<file path="src/rtl/mips_pkg.sv">
// Constants and state type shared by the fetch stage and the pc register.
package mips_pkg;
  localparam int unsigned ADDR_W = 30;
  localparam int unsigned DATA_W = 32;
  localparam logic [ADDR_W-1:0] RESET_PC = '0;

  typedef enum logic [1:0] {
    S_REQ,
    S_WAIT,
    S_OUT
  } fetch_state_t;
endpackage

</file>
<file path="src/rtl/fetch_stage_if.sv">
// Instruction-memory and decode handshakes seen from the fetch stage (master).
interface fetch_stage_if;
  import mips_pkg::*;

  logic              o_imem_req;
  logic [ADDR_W-1:0] o_imem_addr;
  logic              i_imem_gnt;
  logic              i_imem_rvalid;
  logic [DATA_W-1:0] i_imem_rdata;
  logic              o_valid;
  logic [DATA_W-1:0] o_instr;
  logic [ADDR_W-1:0] o_instr_pc;
  logic              i_ready;

  modport master (
    output o_imem_req, o_imem_addr,
    input  i_imem_gnt, i_imem_rvalid, i_imem_rdata,
    output o_valid, o_instr, o_instr_pc,
    input  i_ready
  );

  modport slave (
    input  o_imem_req, o_imem_addr,
    output i_imem_gnt, i_imem_rvalid, i_imem_rdata,
    input  o_valid, o_instr, o_instr_pc,
    output i_ready
  );
endinterface

</file>
<file path="src/rtl/fetch_stage.sv">
// Fetch control around the pc register: single-outstanding imem request,
// registered instruction output to decode, redirect with in-flight kill.
module fetch_stage #(
  parameter int unsigned              ADDR_W   = mips_pkg::ADDR_W,
  parameter int unsigned              DATA_W   = mips_pkg::DATA_W,
  parameter logic [mips_pkg::ADDR_W-1:0] RESET_PC = mips_pkg::RESET_PC
) (
  input  logic              i_clk,
  input  logic              i_rst_n,
  input  logic [ADDR_W-1:0] i_pc,
  output logic [ADDR_W-1:0] o_next_pc,
  input  logic              i_redirect,
  input  logic [ADDR_W-1:0] i_redirect_pc,
  fetch_stage_if.master     bus
);
  import mips_pkg::fetch_state_t;
  import mips_pkg::S_REQ;
  import mips_pkg::S_WAIT;
  import mips_pkg::S_OUT;

  fetch_state_t      state_q, state_d;
  logic              valid_q, valid_d;
  logic              kill_q, kill_d;
  logic [DATA_W-1:0] instr_q, instr_d;
  logic [ADDR_W-1:0] instr_pc_q, instr_pc_d;
  logic [ADDR_W-1:0] req_pc_q, req_pc_d;
  logic              imem_req;
  logic [ADDR_W-1:0] next_pc;

  always_comb begin
    state_d    = state_q;
    valid_d    = valid_q;
    kill_d     = kill_q;
    instr_d    = instr_q;
    instr_pc_d = instr_pc_q;
    req_pc_d   = req_pc_q;
    imem_req   = 1'b0;
    next_pc    = i_pc;

    case (state_q)
      S_REQ: begin
        imem_req = !i_redirect;
        if (imem_req && bus.i_imem_gnt) begin
          req_pc_d = i_pc;
          next_pc  = i_pc + 1'b1;
          state_d  = S_WAIT;
        end
      end
      S_WAIT: begin
        // A response is dropped if it was killed earlier or a redirect coincides with it.
        if (bus.i_imem_rvalid) begin
          kill_d = 1'b0;
          if (kill_q || i_redirect) begin
            state_d = S_REQ;
          end else begin
            instr_d    = bus.i_imem_rdata;
            instr_pc_d = req_pc_q;
            valid_d    = 1'b1;
            state_d    = S_OUT;
          end
        end else if (i_redirect) begin
          kill_d = 1'b1;
        end
      end
      S_OUT: begin
        if (i_redirect || bus.i_ready) begin
          valid_d = 1'b0;
          state_d = S_REQ;
        end
      end
      default: state_d = S_REQ;
    endcase

    if (i_redirect) next_pc = i_redirect_pc;
    if (!i_rst_n) begin
      imem_req = 1'b0;
      next_pc  = RESET_PC;
    end
  end

  always_ff @(posedge i_clk) begin
    if (!i_rst_n) begin
      state_q    <= S_REQ;
      valid_q    <= 1'b0;
      kill_q     <= 1'b0;
      instr_q    <= '0;
      instr_pc_q <= '0;
      req_pc_q   <= '0;
    end else begin
      state_q    <= state_d;
      valid_q    <= valid_d;
      kill_q     <= kill_d;
      instr_q    <= instr_d;
      instr_pc_q <= instr_pc_d;
      req_pc_q   <= req_pc_d;
    end
  end

  assign o_next_pc       = next_pc;
  assign bus.o_imem_req  = imem_req;
  assign bus.o_imem_addr = i_pc;
  assign bus.o_valid     = valid_q;
  assign bus.o_instr     = instr_q;
  assign bus.o_instr_pc  = instr_pc_q;
endmodule

</file>
<file path="src/flat_wrapper.sv">
// flat-port wrapper written by rule: the top's interface ports become plain ports
module fetch_stage_flat import mips_pkg::fetch_state_t; import mips_pkg::S_REQ; import mips_pkg::S_WAIT; import mips_pkg::S_OUT;
#(
  parameter int unsigned              ADDR_W   = mips_pkg::ADDR_W,
  parameter int unsigned              DATA_W   = mips_pkg::DATA_W,
  parameter logic [mips_pkg::ADDR_W-1:0] RESET_PC = mips_pkg::RESET_PC
)
  (i_clk, i_rst_n, i_pc, o_next_pc, i_redirect, i_redirect_pc, bus_o_imem_req, bus_o_imem_addr, bus_i_imem_gnt, bus_i_imem_rvalid, bus_i_imem_rdata, bus_o_valid, bus_o_instr, bus_o_instr_pc, bus_i_ready);
  fetch_stage_if bus_i ();
  input  logic i_clk;
  input  logic i_rst_n;
  input  logic [ADDR_W-1:0] i_pc;
  output logic [ADDR_W-1:0] o_next_pc;
  input  logic i_redirect;
  input  logic [ADDR_W-1:0] i_redirect_pc;
  output wire logic [$bits(bus_i.o_imem_req)-1:0] bus_o_imem_req;
  output wire logic [$bits(bus_i.o_imem_addr)-1:0] bus_o_imem_addr;
  input wire logic [$bits(bus_i.i_imem_gnt)-1:0] bus_i_imem_gnt;
  input wire logic [$bits(bus_i.i_imem_rvalid)-1:0] bus_i_imem_rvalid;
  input wire logic [$bits(bus_i.i_imem_rdata)-1:0] bus_i_imem_rdata;
  output wire logic [$bits(bus_i.o_valid)-1:0] bus_o_valid;
  output wire logic [$bits(bus_i.o_instr)-1:0] bus_o_instr;
  output wire logic [$bits(bus_i.o_instr_pc)-1:0] bus_o_instr_pc;
  input wire logic [$bits(bus_i.i_ready)-1:0] bus_i_ready;
  assign bus_o_imem_req = bus_i.o_imem_req;
  assign bus_o_imem_addr = bus_i.o_imem_addr;
  assign bus_i.i_imem_gnt = bus_i_imem_gnt;
  assign bus_i.i_imem_rvalid = bus_i_imem_rvalid;
  assign bus_i.i_imem_rdata = bus_i_imem_rdata;
  assign bus_o_valid = bus_i.o_valid;
  assign bus_o_instr = bus_i.o_instr;
  assign bus_o_instr_pc = bus_i.o_instr_pc;
  assign bus_i.i_ready = bus_i_ready;
  fetch_stage #(.ADDR_W(ADDR_W), .DATA_W(DATA_W), .RESET_PC(RESET_PC)) u_core (.i_clk(i_clk), .i_rst_n(i_rst_n), .i_pc(i_pc), .o_next_pc(o_next_pc), .i_redirect(i_redirect), .i_redirect_pc(i_redirect_pc), .bus(bus_i));
endmodule
</file>
<file path="config.mk">
export PLATFORM = sky130hd
export DESIGN_NAME = fetch_stage_flat
export DESIGN_NICKNAME = d
export VERILOG_FILES = /design/src/rtl/mips_pkg.sv /design/src/rtl/fetch_stage_if.sv /design/src/rtl/fetch_stage.sv /design/src/flat_wrapper.sv
export SDC_FILE = /design/constraint.sdc
export NUM_CORES = 1
export LEC_CHECK = 0
export CAP_MARGIN = 10
export CORE_UTILIZATION = 46
export DETAILED_ROUTE_END_ITERATION = 16
export GPL_TIMING_DRIVEN = 0
export PLACE_DENSITY = 0.95
export SLEW_MARGIN = 5
export SYNTH_ARGS = -nofsm -noshare
export SYNTH_HDL_FRONTEND = slang
export SYNTH_SLANG_ARGS = --single-unit
</file>
<file path="constraint.sdc">
create_clock -name i_clk -period 8.55 [get_ports i_clk]
set_input_delay 2.565 -clock i_clk [delete_from_list [all_inputs] [get_ports i_clk]]
set_output_delay 2.565 -clock i_clk [all_outputs]
set_load 0.01 [all_outputs]
</file>
**Word level (Yosys, flattened, before mapping)**

Index checks and enable logic that the tools add are counted.

- Bits in registers: 96
- Input port bits: 98
- Output and inout port bits: 124
- Logic and storage cells: 43

- Add/sub/neg operators: 1
- Equality and inequality tests: 6
- Mux-type cells: 17
- Bitwise operators: 1
- Reduce and logical (&&, ||, !) cells: 12

Operators by type and width:

| kind | number |
|---|---|
| $mux 30 | 4 |
| $add 30x1->30 const B | 1 |
| $mux 2 | 4 |
| $mux 1 | 7 |
| $pmux 2 s3 | 1 |
| $reduce_and 3->1 | 2 |
| $ne 2x1->1 const B | 2 |
| $ne 2x2->1 const B | 2 |
| $reduce_and 2->1 | 2 |
| $reduce_and 4->1 | 1 |
| $reduce_bool 2->1 | 2 |
| $eq 2x1->1 const B | 1 |
| $eq 2x2->1 const B | 1 |
| $logic_not 2->1 | 1 |
| $logic_or 1x1->1 | 2 |
| $pmux 1 s2 | 1 |
| $logic_and 1x1->1 | 1 |
| $logic_not 1->1 | 1 |
| $not 1->1 | 1 |

**Logic depth before layout (Yosys ltp)**

Gate-level depths: netlist of the first run.

- Word-level depth: 6
- Depth in mapped cells: 7
- Gate-level depth less buffers: 5

**Worst setup path after synthesis of the first run**

No wires, ideal clock.

- Kind: input -> output
- Start: input port i_pc[0]
- End: output port o_next_pc[18]
- Arrival: 3943 ps
- Required time: 5985 ps
- Path slack: 2042 ps
- Cell stages on the path: 6
- Buffers on the path: 1
- Cells stage by stage: ha_1 > and4_1 > buf_2 > nand3_4 > or4_1 > a31oi_1

- Word-level cells in the longest chain between the ends: 5

Ends and longest elaborated chain:

| what | RTL line | RTL |
|---|---|---|
| start, declared | flat_wrapper.sv:12 | `input logic [ADDR_W-1:0] i_pc;` |
| $add 30x1->30 | fetch_stage.sv:45 | `next_pc = i_pc + 1'b1;` |
| $mux 30 | fetch_stage.sv:43 | `if (imem_req && bus.i_imem_gnt) begin` |
| $mux 30 | fetch_stage.sv:40 | `case (state_q)` |
| $mux 30 | fetch_stage.sv:74 | `if (i_redirect) next_pc = i_redirect_pc;` |
| $mux 30 | fetch_stage.sv:75 | `if (!i_rst_n) begin` |
| end, declared | flat_wrapper.sv:13 | `output logic [ADDR_W-1:0] o_next_pc;` |

Every way passes these cells.

**Worst setup path after layout of the first run**

- Start: input port i_pc[0]
- End: output port o_next_pc[28]

Same word-level chain as after synthesis.

==> impl_metrics.json, run 1 <==
{
  "dp_hpwl_mm": 13.1,
  "yosysWarnings": 0,
  "synth_area_um2": 5150,
  "diodes": 0,
  "clkTransAtPathRegs_ns": 0.08,
  "holdCritStartpoint": "u_core.bus.o_instr[30]",
  "drt-total-wl_mm": 17.4,
  "cts_hold_buf": 0,
  "worstPathMaxFanout": 9,
  "viasPerCell": 5.54,
  "first_global_vias": 5345,
  "row_count": 38,
  "required_ns": 5.99,
  "cap_viol_max_count": 0,
  "setup-violations-final": 0,
  "synth_top_area_cell": "dfxtp_1",
  "numCtsBuffers": 9,
  "io_pins": 222,
  "synthTopCellsByArea": "dfxtp_1 (37%), nand2_1 (15%), a21boi_0 (13%)",
  "r2r_start": "u_core.state_q[1]",
  "remaining_drc_errors": 0,
  "ant_nets": 0,
  "synth_nets": 761,
  "port_buffers": 221,
  "fin_setup_tns_ns": 0,
  "cp.arrival_ns": 5.47,
  "slew_violations": 0,
  "worstHoldPathType": "flop to flop",
  "fill_cells": 881,
  "reg2reg_slack_ns": 6.35,
  "path_class": "input port to output pin",
  "cts_resized": 0,
  "grt_first_pass_wirelength_mm": 26.4,
  "start_kind": "input port",
  "die_w_um": 108,
  "cts-root-buf": "clkbuf_8",
  "gp_congestion": 0.921,
  "cts_setup_buffers": 0,
  "syn-mean-instance-area_um2": 7.78,
  "grt_max_degree": 15,
  "yosysTopAreaCellShare_pct": 37.3,
  "final_cell_mix": "clkdlybuf4s50_1 (221), nand2_1 (200), dfxtp_1 (96)",
  "cts_sinks": 96,
  "netlist-cell-type-count": 56,
  "gr-usage-all-layers_pct": 29.5,
  "tightest_slew_ns": 0.848,
  "final_nets": 993,
  "drt_iter0_drc": 431,
  "overflow": 0,
  "die_y_um": 108,
  "die_area_um2": 11600,
  "routed-via-count": 5755,
  "p_leak_nw": 2.70,
  "drive_above_1_share_pct": 7.13,
  "finalHoldViolCount": 0,
  "mostFrequentLayoutCell": "clkdlybuf4s50_1",
  "p_total_mw": 0.964,
  "drtPass1Iterations": 5,
  "netlist_instances": 662,
  "period_share_pct": 94.0,
  "wl_per_cell_um": 16.7,
  "htree_levels": 3,
  "clk_path_buf_depth": 2,
  "area_growth_pct": 50.0,
  "fin_worst_skew_ns": 0.00516,
  "synth_seq_area_share_pct": 37.3,
  "synth_edf_count": 0,
  "cts_tree": "built",
  "grt_antenna_before_repair": 0,
  "end_kind": "output pin",
  "whs_endpoint": "u_core.bus.o_instr[30]",
  "ir_drop_mv": 0.0692,
  "synth_top_flop_cell": "dfxtp_1",
  "status": "completed",
  "rsz0062_at_grt": "false",
  "core_area_um2": 10900,
  "holdPathStages": 2,
  "fmax_mhz": 124,
  "reg2reg_depth": 6,
  "reg2reg_to": "u_core.bus.o_instr[1]",
  "power_density_nw_per_um2": 125,
  "slew_headroom_pct": 43.1,
  "clkLatencyLatePin_ns": 0.36,
  "start_util_pct": 47.3,
  "async_flop_share_pct": 0,
  "ys_ff_latch": 96,
  "min_period_ns": 8.03
}
## final cells by class
| type | count | area [µm²] | area share (%) |
|---|---|---|---|
| multi-input cells | 482 | 2780 | 36.0 |
| repair buffers | 221 | 2210 | 28.6 |
| flip-flops and latches | 96 | 1920 | 24.9 |
| plain buffers | 80 | 434 | 5.62 |
| well taps | 140 | 175 | 2.27 |
| clock buffers | 12 | 145 | 1.88 |
| clock inverters | 3 | 42.5 | 0.551 |
| inverters | 4 | 15.0 | 0.194 |
## synth_stat cells (all sizes together) (6+ instances only)
master  count
a21boi     92
a31oi       9
nand2b      8
nand3      21
o21ai      21
clkbuf     39
nand2     200
and4        9
nor3        9
dfxtp      96
buf        41
a21oi       8
nor2       11
or4         6
and3        8
nand4      11
## worst max path at each step
stage,start,slack [ns],depth (start not counted),endpoint
final,i_pc[0],0.52,8,o_next_pc[28]
after floorplan,i_pc[0],2.04,6,o_next_pc[18]
after detailed placement,i_pc[0],0.55,8,o_next_pc[28]
after CTS,i_pc[0],0.56,8,o_next_pc[28]
after global routing,i_pc[0],0.44,8,o_next_pc[18]
after global placement,i_pc[0],0.58,8,o_next_pc[28]
## flip-flops by register name (all words and copies together) (netlist names)
| name | count |
|---|---|
| u_core.bus.o_instr | 32 |
| u_core.bus.o_instr_pc | 30 |
| u_core.req_pc_q | 30 |
| u_core.state_q | 2 |
| u_core.bus.o_valid | 1 |
| u_core.kill_q | 1 |
## worst max-delay path, cell delays in order
cell and delay (ns):
clkdlybuf4s50_1 0.74, ha_1 0.26, and4_1 0.19, buf_2 0.23, nand4_1 0.24, or4b_1 0.57, nand3_1 0.12, clkdlybuf4s50_1 0.55
## layer usage
metal | global-route usage, % | share of wire, % | wire length (µm)
met5 | 0 | 0 | 0
met3 | 6.05 | 11 | 1870
met4 | 11.4 | 2.7 | 462
met2 | 51.8 | 49 | 8450
met1 | 34.9 | 38 | 6570
## metrics by stage
step | util (%) | hold slack (ns) | setup WS, ns | cell area (µm²) | cells
after floorplan | - | 0.441 | 2.04 | 5150 | 662
after global placement | 69.2 | 0.448 | 0.579 | 7530 | 1023
after detailed placement | 69.2 | 0.456 | 0.553 | 7530 | 1023
after CTS | 70.9 | 0.466 | 0.560 | 7720 | 1038
after global routing | 70.9 | 0.464 | 0.441 | 7720 | 1038
final | 70.9 | 0.465 | 0.516 | 7720 | 1038
## power by group
part	internal [mW]	switching [mW]	total, mW
Sequential	0.457	0.00497	0.462
Clock	0.142	0.151	0.292
Combinational	0.113	0.0968	0.210
Total	0.712	0.252	0.964
## cells by family (layout without fill, tap and decap cells)
kind of cell	count (synthesis)	in the layout	synth area share [%]
multiplexers	3	3	0.608
AND/OR/NAND/NOR	310	310	29.2
adder cells (fa/ha/maj)	1	1	0.243
buffers and inverters	84	320	8.73
AO/OA/AOI/OAI	160	160	22.5
XOR/XNOR	8	8	1.36
flip-flops	96	96	37.3
(Power assumes the default switching activity.)
==> inputs of run 2 (changes only) <==
TNS_END_PERCENT = 5   (was default)
==> results of run 2 <==
Same layout as run 1: the final DEF is identical, and so are final timing and power.
